<file path="src/rtl/secded_scrub_counter.sv">
// Event counter with each nibble held as an extended Hamming(8,4) codeword, scrubbed every idle cycle.
// Optional error-event counter port enabled by defining SECDED_ERR_COUNT_EN.
module secded_scrub_counter #(
  parameter int WIDTH  = 8,
  parameter int BLOCKS = WIDTH / 4,
  parameter int CNT_W  = 8
) (
  input  logic                  i_clk,
  input  logic                  i_rst,
  input  logic                  i_enable,
  input  logic                  i_load,
  input  logic [WIDTH-1:0]      i_load_value,
  input  logic                  i_inj_valid,
  input  logic [BLOCKS*8-1:0]   i_inj_mask,
  input  logic                  i_clr_err,
  output logic [WIDTH-1:0]      o_counter,
  output logic [BLOCKS*4-1:0]   o_parity,
  output logic                  o_busy,
  output logic                  o_error_detected,
  output logic                  o_uncorrectable
`ifdef SECDED_ERR_COUNT_EN
  ,
  output logic [CNT_W-1:0]      o_err_count
`endif
);

  // state    | meaning
  // ENCODE   | count settled, next idle edge writes fresh check bits
  // COUNT    | incrementing, check bits stale, no scrubbing
  // PROTECT  | codeword valid, scrubbed every idle edge
  typedef enum logic [1:0] {ST_ENCODE, ST_COUNT, ST_PROTECT} state_t;

  if ((WIDTH % 4) != 0 || WIDTH < 4 || BLOCKS * 4 != WIDTH) begin : g_bad_width
    $fatal(1, "secded_scrub_counter: WIDTH must be a multiple of 4 and >= 4");
  end
  if (CNT_W < 1) begin : g_bad_cnt_w
    $fatal(1, "secded_scrub_counter: CNT_W must be >= 1");
  end

  state_t                r_state;
  logic [WIDTH-1:0]      r_counter;
  logic [BLOCKS*4-1:0]   r_parity;
  logic                  r_err_det;
  logic                  r_uncorr;
  logic [WIDTH-1:0]      w_fix_d;
  logic [BLOCKS*4-1:0]   w_fix_p;
  logic [WIDTH-1:0]      w_inj_d;
  logic [BLOCKS*4-1:0]   w_inj_p;
  logic [WIDTH-1:0]      w_enc_p;
  logic                  w_single;
  logic                  w_dbl;

  function automatic logic [3:0] f_encode(input logic [3:0] d);
    logic p0, p1, p2;
    p0 = d[0] ^ d[1] ^ d[3];
    p1 = d[0] ^ d[2] ^ d[3];
    p2 = d[1] ^ d[2] ^ d[3];
    return {p0 ^ p1 ^ p2 ^ (^d), p2, p1, p0};
  endfunction

  // Returns {double, single, fix[7:0]} with fix laid out as {p3,p2,p1,p0,d3,d2,d1,d0}.
  function automatic logic [9:0] f_decode(input logic [3:0] d, input logic [3:0] p);
    logic [2:0] s;
    logic       g;
    logic [7:0] fix;
    s[0] = p[0] ^ d[0] ^ d[1] ^ d[3];
    s[1] = p[1] ^ d[0] ^ d[2] ^ d[3];
    s[2] = p[2] ^ d[1] ^ d[2] ^ d[3];
    g    = ^{p, d};
    fix  = '0;
    if (g) begin
      case (s)
        3'd0: fix[7] = 1'b1;
        3'd1: fix[4] = 1'b1;
        3'd2: fix[5] = 1'b1;
        3'd3: fix[0] = 1'b1;
        3'd4: fix[6] = 1'b1;
        3'd5: fix[1] = 1'b1;
        3'd6: fix[2] = 1'b1;
        3'd7: fix[3] = 1'b1;
        default: fix = '0;
      endcase
    end
    return {~g & (s != 3'd0), g, fix};
  endfunction

  always_comb begin : p_decode
    logic [9:0] v_dec;
    w_fix_d  = '0;
    w_fix_p  = '0;
    w_inj_d  = '0;
    w_inj_p  = '0;
    w_enc_p  = '0;
    w_single = 1'b0;
    w_dbl    = 1'b0;
    for (int b = 0; b < BLOCKS; b++) begin
      v_dec              = f_decode(r_counter[4*b +: 4], r_parity[4*b +: 4]);
      w_fix_d[4*b +: 4]  = v_dec[3:0];
      w_fix_p[4*b +: 4]  = v_dec[7:4];
      w_single           = w_single | v_dec[8];
      w_dbl              = w_dbl | v_dec[9];
      w_enc_p[4*b +: 4]  = f_encode(r_counter[4*b +: 4]);
      if (i_inj_valid) begin
        w_inj_d[4*b +: 4] = i_inj_mask[8*b +: 4];
        w_inj_p[4*b +: 4] = i_inj_mask[8*b+4 +: 4];
      end
    end
  end

`ifdef SECDED_ERR_COUNT_EN
  logic [CNT_W-1:0] r_err_count;
`endif

  always_ff @(posedge i_clk) begin
    if (i_rst) begin
      r_state   <= ST_ENCODE;
      r_counter <= '0;
      r_parity  <= '0;
      r_err_det <= 1'b0;
      r_uncorr  <= 1'b0;
`ifdef SECDED_ERR_COUNT_EN
      r_err_count <= '0;
`endif
    end else begin
      r_err_det <= 1'b0;
      if (i_clr_err) r_uncorr <= 1'b0;
      if (i_load) begin
        r_counter <= i_load_value;
        r_state   <= ST_ENCODE;
      end else if (i_enable) begin
        r_counter <= r_counter + {{(WIDTH-1){1'b0}}, 1'b1};
        r_state   <= ST_COUNT;
      end else begin
        case (r_state)
          ST_COUNT: r_state <= ST_ENCODE;
          ST_ENCODE: begin
            r_parity <= w_enc_p;
            r_state  <= ST_PROTECT;
          end
          ST_PROTECT: begin
            // Correction and injection compose on the same edge.
            r_counter <= r_counter ^ w_fix_d ^ w_inj_d;
            r_parity  <= r_parity ^ w_fix_p ^ w_inj_p;
            r_err_det <= w_single;
            if (w_dbl) r_uncorr <= 1'b1;
`ifdef SECDED_ERR_COUNT_EN
            if (w_single && (r_err_count != {CNT_W{1'b1}}))
              r_err_count <= r_err_count + {{(CNT_W-1){1'b0}}, 1'b1};
`endif
          end
          default: r_state <= ST_ENCODE;
        endcase
      end
`ifdef SECDED_ERR_COUNT_EN
      if (i_clr_err) r_err_count <= '0;
`endif
    end
  end

  assign o_counter        = r_counter;
  assign o_parity         = r_parity;
  assign o_busy           = (r_state == ST_PROTECT);
  assign o_error_detected = r_err_det;
  assign o_uncorrectable  = r_uncorr;
`ifdef SECDED_ERR_COUNT_EN
  assign o_err_count      = r_err_count;
`endif

endmodule

</file>
<file path="config.mk">
export PLATFORM = sky130hd
export DESIGN_NAME = secded_scrub_counter
export DESIGN_NICKNAME = d
export VERILOG_FILES = /design/src/rtl/secded_scrub_counter.sv
export SDC_FILE = /design/constraint.sdc
export NUM_CORES = 1
export LEC_CHECK = 0
export CAP_MARGIN = 0
export CORE_MARGIN = 2
export CORE_UTILIZATION = 55
export CTS_CLUSTER_DIAMETER = 40
export DETAILED_ROUTE_END_ITERATION = 6
export GPL_TIMING_DRIVEN = 0
export PLACE_DENSITY = 0.89
export REMOVE_ABC_BUFFERS = 1
export SYNTH_ARGS = -nofsm -noshare
export SYNTH_HDL_FRONTEND = slang
export SYNTH_SLANG_ARGS = --single-unit
</file>
<file path="constraint.sdc">
create_clock -name i_clk -period 6.7 [get_ports i_clk]
set_input_delay 1.005 -clock i_clk [delete_from_list [all_inputs] [get_ports i_clk]]
set_output_delay 1.005 -clock i_clk [all_outputs]
set_load 0.02 [all_outputs]
</file>
==> impl_metrics.yaml, run 1 <==
clocking:
  cts_setup_buffers: 0
  cts_root_buf: "clkbuf_8"
  insertion_delay_ns: 0.26
  cts_tree: "yes"
  clkSinkCount: 20
  numCtsBuffers: 3
  hold_buffers: 0
  cts_resized: 0
  htreeDepth: 1
  path_clk_slew_ns: 0.08
  max-clock-path-buffers: 2
floorplanning:
  coreArea_mm2: 0.00394
  die_height_um: 67.6
  fp.dieW_um: 67.6
  num_io_pins: 49
  start_util: 0.564
  rows: 23
  die_area_mm2: 0.00456
final_layout:
  nets: 365
  antenna_cells: 0
  final_common_cell: "clkdlybuf4s50_1"
  syn_to_final_growth_pct: 22.0
  final_cell_mix: "clkdlybuf4s50_1 (48), xnor2_1 (38), nand2_1 (35)"
  nFillCells: 317
  seq_area_um2: 400
  multi_input_area_mm2: 0.00171
  drive_gt1_frac: 0.0457
routing:
  vias: 2261
  wl_per_cell_um: 14.7
  ant_nets: 0
  totalWireLength_um: 5570
  drt_first_pass_iters: 4
  drc: 0
  drt-initial-drc-count: 214
  routed_via_density: 5.98
sta:
  setup_viol: 0
  hold_viol: 0
  tns_ns: 0
  post-route-period-util: 0.473
  rsz0062_at_grt: "no"
  skew_ns: 0.0100
  timing.fmax_ghz: 0.315
  slew_headroom: 0.375
  worst_slew_pin_slew_ns: 0.935
  finalMaxSlewViolations: 0
  layout_setup_ws_ns: 3.53
  finalCriticalPeriod_ns: 3.17
global_routing:
  antenna_found_initial: 0
  gr-total-overflow: 0
  gr-usage-all-layers: 0.256
  grt_max_degree: 25
  grt_pass1_wl_um: 9060
  grt_pass1_vias: 2023
yosys:
  synthesis.area_mm2: 0.00222
  synth-async-reset-ratio: 0
  avgSynthCellArea_um2: 7.46
  yosys_register_bits: 20
  synth_edf_count: 0
  ys_warn_count: 0
  ys.flop_type: "dfxtp_1"
  synthCells: 298
  synth_area_leader_cell: "dfxtp_1"
  synth_top_area_frac: 0.180
  synth_cell_types: 55
  synthTopCellsByArea: "dfxtp_1 (18%), xnor2_1 (15%), xor2_1 (8.7%)"
  yosysSeqAreaShare: 0.180
setup_path:
  critPathKind: "reg2out"
  rr_endpoint: "o_parity[5]"
  r2r_setup_slack_ns: 3.69
  crit_arrival_ns: 2.16
  cp-start-kind: "flip-flop"
  r2r_start: "o_counter[5]"
  reg2reg_depth: 8
  cp-end-kind: "output port"
  cp.required_ns: 5.69
  critPathMaxFanout: 16
power:
  power.density_mw_per_mm2: 191
  power_leakage_uw: 0.000981
  peakVddDrop_mv: 0.0883
placement:
  gp_congestion: 0.928
  pre_cts_ws_ns: 3.47
  dp_hpwl_um: 4070
  io_buffer_count: 48
hold_path:
  hp-class: "reg2reg"
  worstHoldStart: "o_uncorrectable"
  hold_path_depth: 2
  min_to: "o_uncorrectable"
flow_run:
  drv_cap: 0
run_status:
  run_status: "finished, final reports clean"
[synth_stat cells, types with 3 or more instances]
library cell and number:
xnor2_1 38, nand2_1 35, a21oi_1 26, nor2_1 25
xor2_1 22, dfxtp_1 20, nor3_1 18, clkbuf_1 12
o21ai_0 11, nand3_1 8, o211ai_1 7, buf_2 5
ha_1 5, o21ai_1 4, and3_1 3, buf_4 3
inv_1 3, o22ai_1 3, xor2_2 3
[registers in the layout (all words and copies together), names as in the netlist]
| signal | cells |
|---|---|
| r_state | 2 |
| o_error_detected | 1 |
| o_parity | 8 |
| o_uncorrectable | 1 |
| o_counter | 8 |
[cells by family (layout without fill, tap and decap cells)]
group | after synthesis | count (layout) | synth area share
simple gates | 103 | 103 | 0.209
mux | 2 | 2 | 0.00901
fa+ha+maj | 5 | 5 | 0.0282
compound gates | 77 | 77 | 0.234
xor+xnor | 66 | 66 | 0.289
flops | 20 | 20 | 0.180
buf+inv | 25 | 55 | 0.0501
[through the flow]
step	total power (uW)	instances	hold WS [ns]	cell area, um^2	utilization
2_1_floorplan	355	277	0.541	2130	-
3_3_place_gp	429	375	0.467	2670	0.677
3_5_place_dp	436	375	0.469	2670	0.677
4_1_cts	518	378	0.478	2710	0.687
5_1_grt	555	378	0.502	2710	0.687
6_report	518	378	0.477	2710	0.687
[worst max-delay path, cell delays in order, from the launching register on]
cell	delay, ns
dfxtp_1	0.32
nand2b_1	0.35
inv_1	0.52
clkdlybuf4s50_1	0.71
[routing by layer]
layer	GRT usage	vias up	wire (um)
met4	0.0791	0	115
met3	0.0317	13	291
met1	0.312	1048	2390
met2	0.463	92	2770
met5	0	-	0
li1	-	1108	-
[area by class of cell]
type,count,area share
multi-input cells,253,0.631
repair buffers,48,0.177
flip-flops and latches,20,0.148
well taps,50,0.0231
clock buffers,3,0.0152
inverters,4,0.00554
[how the worst max path moves through the flow]
stage,start,slack [ns],to
after floorplan,o_counter[5],3.99,o_parity[5]
after global placement,i_load,3.54,o_counter[6]
after detailed placement,i_load,3.47,o_counter[6]
after CTS,r_state[0],3.53,o_busy
after global routing,r_state[0],3.39,o_busy
final,r_state[0],3.53,o_busy
[power breakdown]
part / switching [uW] / total (uW) / internal, uW
combinational: 154 / 284 / 130
sequential: 27.0 / 155 / 128
clock: 39.8 / 79.9 / 40.1
Note: power is estimated with default switching activity, not from simulation.
==> inputs of run 2 (changes only) <==
--- a/config.mk
+++ b/config.mk
@@ -7,11 +7,11 @@
 export LEC_CHECK = 0
 export CAP_MARGIN = 0
 export CORE_MARGIN = 2
-export CORE_UTILIZATION = 55
+export CORE_UTILIZATION = 47
 export CTS_CLUSTER_DIAMETER = 40
 export DETAILED_ROUTE_END_ITERATION = 6
 export GPL_TIMING_DRIVEN = 0
-export PLACE_DENSITY = 0.89
+export PLACE_DENSITY = 0.81
 export REMOVE_ABC_BUFFERS = 1
 export SYNTH_ARGS = -nofsm -noshare
 export SYNTH_HDL_FRONTEND = slang
==> constraint.sdc (replaced) <==
create_clock -name i_clk -period 2.9 [get_ports i_clk]
set_input_delay 0.435 -clock i_clk [delete_from_list [all_inputs] [get_ports i_clk]]
set_output_delay 0.435 -clock i_clk [all_outputs]
set_load 0.02 [all_outputs]
==> run 2 against run 1 <==
  * Sequential power grew 130%
  * Register-to-register slack lost 3.6 ns
  * Non-clock buffer count is the same
  * Power rose by 130%
  * Via count decreased by 3.7%
  * Final area increased by 0.32%
==> impl_metrics.yaml, run 2 (synthesis gave the netlist of run 1 again) <==
global_routing:
  gr-usage-all-layers: 0.221
  antenna_found_initial: 0
  grt_max_degree: 25
  gr-total-overflow: 0
  grt_pass1_wl_um: 9320
  grt_pass1_vias: 2071
power:
  internal_power_uw: 688
  finalPower_uw: 1200
  power_leakage_uw: 0.000982
  combPwrFrac: 0.548
  power.density_mw_per_mm2: 440
  clock_power_share: 0.152
  p_sw_uw: 507
  pwr-share-seq: 0.300
  peakVddDrop_mv: 0.256
  netSwitchingFraction: 0.424
setup_path:
  critPathMaxFanout: 9
  crit_arrival_ns: 2.94
  cp.required_ns: 3.07
  r2r_setup_slack_ns: 0.13
  crit_chain: "ha_1 -> xnor2_1 -> xnor3_2 -> o211ai_1 -> xor2_1 -> a21oi_1 -> or4_1 -> o211ai_1"
  cp_slowest_stage_delay_ns: 0.55
  cp-start-kind: "flip-flop"
  critical-path-top-delay-family: "XOR/XNOR gates"
  cp_num_buf_inv: 0
  path_common_cell: "o211ai_1"
  critPathKind: "reg2reg"
  cp-end-kind: "flip-flop"
  slowest_stage: "dfxtp_1"
run_status:
  run_status: "finished, final reports clean"
routing:
  drt-initial-drc-count: 90
  ant_nets: 0
  drt_first_pass_iters: 4
  vias: 2177
  totalWireLength_um: 5630
  routed_via_density: 5.70
  wl_per_cell_um: 14.7
  drc: 0
sta:
  slew_headroom: 0.379
  skew_ns: 0.00126
  finalMaxSlewViolations: 0
  setup_viol: 0
  post-route-period-util: 0.954
  hold_viol: 0
  finalCriticalPeriod_ns: 2.77
  worst_slew_pin_slew_ns: 0.928
  rsz0062_at_grt: "no"
  layout_setup_ws_ns: 0.133
  holdWs_ns: 0.496
  timing.fmax_ghz: 0.361
hold_path:
  hp-class: "reg2reg"
clocking:
  hold_buffers: 0
  htreeDepth: 1
  max-clock-path-buffers: 2
  insertion_delay_ns: 0.25
  clkSinkCount: 20
  cts_root_buf: "clkbuf_8"
  numCtsBuffers: 3
  path_clk_slew_ns: 0.07
  cts_tree: "yes"
final_layout:
  nets: 365
  syn_to_final_growth_pct: 22.4
  final_cell_mix: "clkdlybuf4s50_1 (48), xnor2_1 (38), nand2_1 (35)"
  finalInstanceArea_mm2: 0.00272
  antenna_cells: 0
  seq_area_um2: 404
  multi_input_area_mm2: 0.00171
  drive_gt1_frac: 0.0549
  final_common_cell: "clkdlybuf4s50_1"
  nFillCells: 445
floorplanning:
  rows: 25
  start_util: 0.480
  die_height_um: 72.8
  num_io_pins: 49
  coreArea_mm2: 0.00463
  die_area_mm2: 0.00529
  fp.dieW_um: 72.8
placement:
  dp_hpwl_um: 4070
  placed_area_mm2: 0.00267
  pre_cts_ws_ns: -0.0533
  gp_congestion: 0.876
  io_buffer_count: 48
flow_run:
  drv_cap: 0
-- run 2: final cells by class --
cell class / count / area share
clock buffer: 3 / 0.0152
sequential: 20 / 0.149
tap: 54 / 0.0249
inverter: 4 / 0.00552
timing repair buffer: 48 / 0.177
multi-input combinational: 253 / 0.629
-- run 2: power groups by stage --
stage               clock [uW]  combinational, uW  sequential [uW]
global placement             0                636              361
floorplan                    0                448              371
global route               198                724              363
finish                     182                655              359
detailed placement           0                649              364
CTS                        187                654              358
-- run 2: metal layers --
metal	wire, um	track usage
met5	0	0
met3	291	0.0221
met2	2840	0.401
met4	58	0.0514
met1	2430	0.280
-- run 2: path summary, 6_finish.rpt --
check,end,from,depth (start not counted)
worst max-delay path,o_counter[0],o_counter[0],8
worst min-delay path,o_uncorrectable,o_uncorrectable,2
worst max register to register,o_counter[0],o_counter[0],8
worst min register to register,o_uncorrectable,o_uncorrectable,2
-- run 2: worst reg2reg max path, cell delays in order, from the launching register on --
cell	delay (ns)
dfxtp_1	0.55
ha_1	0.35
xnor2_1	0.33
xnor3_2	0.47
o211ai_1	0.18
xor2_1	0.17
a21oi_1	0.09
or4_1	0.44
o211ai_1	0.10
-- run 2: through the flow --
stage / setup TNS [ns] / cells / utilization
final: 0 / 382 / 0.587
after global routing: 0 / 382 / 0.587
after CTS: 0 / 382 / 0.587
after detailed placement: -0.0533 / 379 / 0.578
after global placement: 0 / 379 / 0.578
after floorplan: 0 / 277 / -
-- run 2: repair_timing --
action	in CTS	in global routing
hold endpoints to repair	0	0
endpoints found under the setup margin	1	4
buffers inserted	0	0
gates resized for setup	1	2
==> inputs of run 3 (changes only) <==
--- a/config.mk
+++ b/config.mk
@@ -7,11 +7,11 @@
 export LEC_CHECK = 0
 export CAP_MARGIN = 0
 export CORE_MARGIN = 2
-export CORE_UTILIZATION = 47
+export CORE_UTILIZATION = 52
 export CTS_CLUSTER_DIAMETER = 40
 export DETAILED_ROUTE_END_ITERATION = 6
 export GPL_TIMING_DRIVEN = 0
-export PLACE_DENSITY = 0.81
+export PLACE_DENSITY = 0.85
 export REMOVE_ABC_BUFFERS = 1
 export SYNTH_ARGS = -nofsm -noshare
 export SYNTH_HDL_FRONTEND = slang
==> constraint.sdc (replaced) <==
create_clock -name i_clk -period 2.95 [get_ports i_clk]
set_input_delay 0.4425 -clock i_clk [delete_from_list [all_inputs] [get_ports i_clk]]
set_output_delay 0.4425 -clock i_clk [all_outputs]
set_load 0.02 [all_outputs]
==> run 3 against run 2 <==
  * Highest routed layer unchanged
  * Utilization rose by 8.1 points
  * Critical path type unchanged
  * Die area fell by 9.1%
  * Power fell by 1.8%
  * Largest cell class unchanged
  * Clock power fell by 2%
  * First-iteration DRC count rose by 110%
  * Setup slack improved by 0.083 ns
  * Routed wire length rose by 0.59%
  * Non-clock buffer count did not move
  * Sequential power fell by 2%
  * Hold slack got worse by 0.019 ns
  * Cell count fell by 1.0%
  * Combinational power fell by 2%
==> impl_metrics.yaml, run 3 (synthesis gave the netlist of run 1 again) <==
run_status:
  run_status: "finished, final reports clean"
sta:
  setup_viol: 0
  finalMaxSlewViolations: 0
  worst_slew_pin_slew_ns: 0.972
  finalCriticalPeriod_ns: 2.73
  slew_headroom: 0.350
  tns_ns: 0
  timing.fmax_ghz: 0.366
  skew_ns: 0.00107
  rsz0062_at_grt: "no"
  hold_viol: 0
  post-route-period-util: 0.927
  holdWs_ns: 0.477
clocking:
  cts_setup_buffers: 0
  cts_tree: "yes"
  numCtsBuffers: 3
  htreeDepth: 1
  path_clk_slew_ns: 0.07
  insertion_delay_ns: 0.25
  max-clock-path-buffers: 2
  clkSinkCount: 20
  hold_buffers: 0
  cts_root_buf: "clkbuf_8"
final_layout:
  utilization: 0.669
  final_cell_mix: "clkdlybuf4s50_1 (48), xnor2_1 (38), nand2_1 (35)"
  nets: 365
  antenna_cells: 0
  drive_gt1_frac: 0.0518
  syn_to_final_growth_pct: 22.1
  fin_cells: 378
  final_common_cell: "clkdlybuf4s50_1"
floorplanning:
  start_util: 0.548
  die_area_mm2: 0.00481
  rows: 23
  fp.dieW_um: 69.4
  num_io_pins: 49
  die_height_um: 69.4
  coreArea_mm2: 0.00406
routing:
  drt-initial-drc-count: 192
  vias: 2278
  wl_per_cell_um: 15.0
  drc: 0
  ant_nets: 0
  drt_first_pass_iters: 4
  routed_via_density: 6.03
  totalWireLength_um: 5660
hold_path:
  hp-class: "reg2reg"
power:
  power_leakage_uw: 0.000982
  power.density_mw_per_mm2: 433
  peakVddDrop_mv: 0.225
  finalPower_uw: 1170
setup_path:
  path_common_cell: "o211ai_1"
  cp-end-kind: "flip-flop"
  cp_slowest_stage_delay_ns: 0.69
  cp-start-kind: "flip-flop"
  critPathKind: "reg2reg"
  crit_chain: "ha_1 -> xnor2_1 -> xnor3_2 -> o211ai_1 -> xor2_1 -> a21oi_1 -> or4_1 -> o211ai_1"
  cp.required_ns: 3.12
  critPathMaxFanout: 12
  crit_arrival_ns: 2.90
  slowest_stage: "dfxtp_1"
placement:
  dp_hpwl_um: 4090
  gp_congestion: 0.881
  io_buffer_count: 48
  dp.cells: 375
global_routing:
  grt_max_degree: 25
  antenna_found_initial: 0
  gr-usage-all-layers: 0.235
  grt_pass1_vias: 2113
  grt_pass1_wl_um: 9470
  gr-total-overflow: 0
flow_run:
  drv_cap: 0
run 3: changes by cell type in the layout (fill, tap and decap cells not counted):
cell / change
dfxtp_2: -1
dfxtp_1: +1
run 3: worst paths after layout:
path                      to  cells past startpoint       startpoint  slack [ns]
max             o_counter[0]                      8     o_counter[3]        0.22
max reg2reg     o_counter[0]                      8     o_counter[3]        0.22
min reg2reg  o_uncorrectable                      2  o_uncorrectable        0.48
min          o_uncorrectable                      2  o_uncorrectable        0.48
run 3: cell type report:
type,instances,area [um^2]
multi-input combinational,253,1710
fill,360,1350
timing repair buffer,48,480
sequential,20,403
tap,50,62.6
clock buffer,3,41.3
inverter,4,15.0
run 3: repair_timing:
item,CTS,global route
setup endpoints to repair,0,3
gates resized for setup,0,2
endpoints found under the hold margin,0,0
run 3: critical path, delay by kind of cell, from the launching register on:
family          cells  cell delay [ns]
simple gates        1             0.43
flops               1             0.69
compound gates      3             0.36
fa+ha+maj           1             0.38
xor+xnor            3             0.79
run 3: power by group:
| part | switching [uW] | internal (uW) | leakage, uW |
|---|---|---|---|
| clock network | 87.5 | 90.9 | 0.0000216 |
| registers | 62.5 | 290 | 0.000165 |
| logic | 347 | 295 | 0.000795 |
| total | 497 | 676 | 0.000982 |
run 3: per-layer routing:
metal,up-vias,routed length (um),track usage
met5,-,0,0
li1,1107,-,-
met3,10,252,0.0305
met2,80,2930,0.427
met4,0,89,0.0719
met1,1081,2390,0.287
run 3: per-stage QoR:
stage | worst slack (ns) | cell area [um^2]
final | 0.216 | 2710
after global routing | 0.0246 | 2710
after CTS | 0.0138 | 2710
after detailed placement | 0.0284 | 2670
after global placement | 0.0816 | 2670
after floorplan | 0.238 | 2130
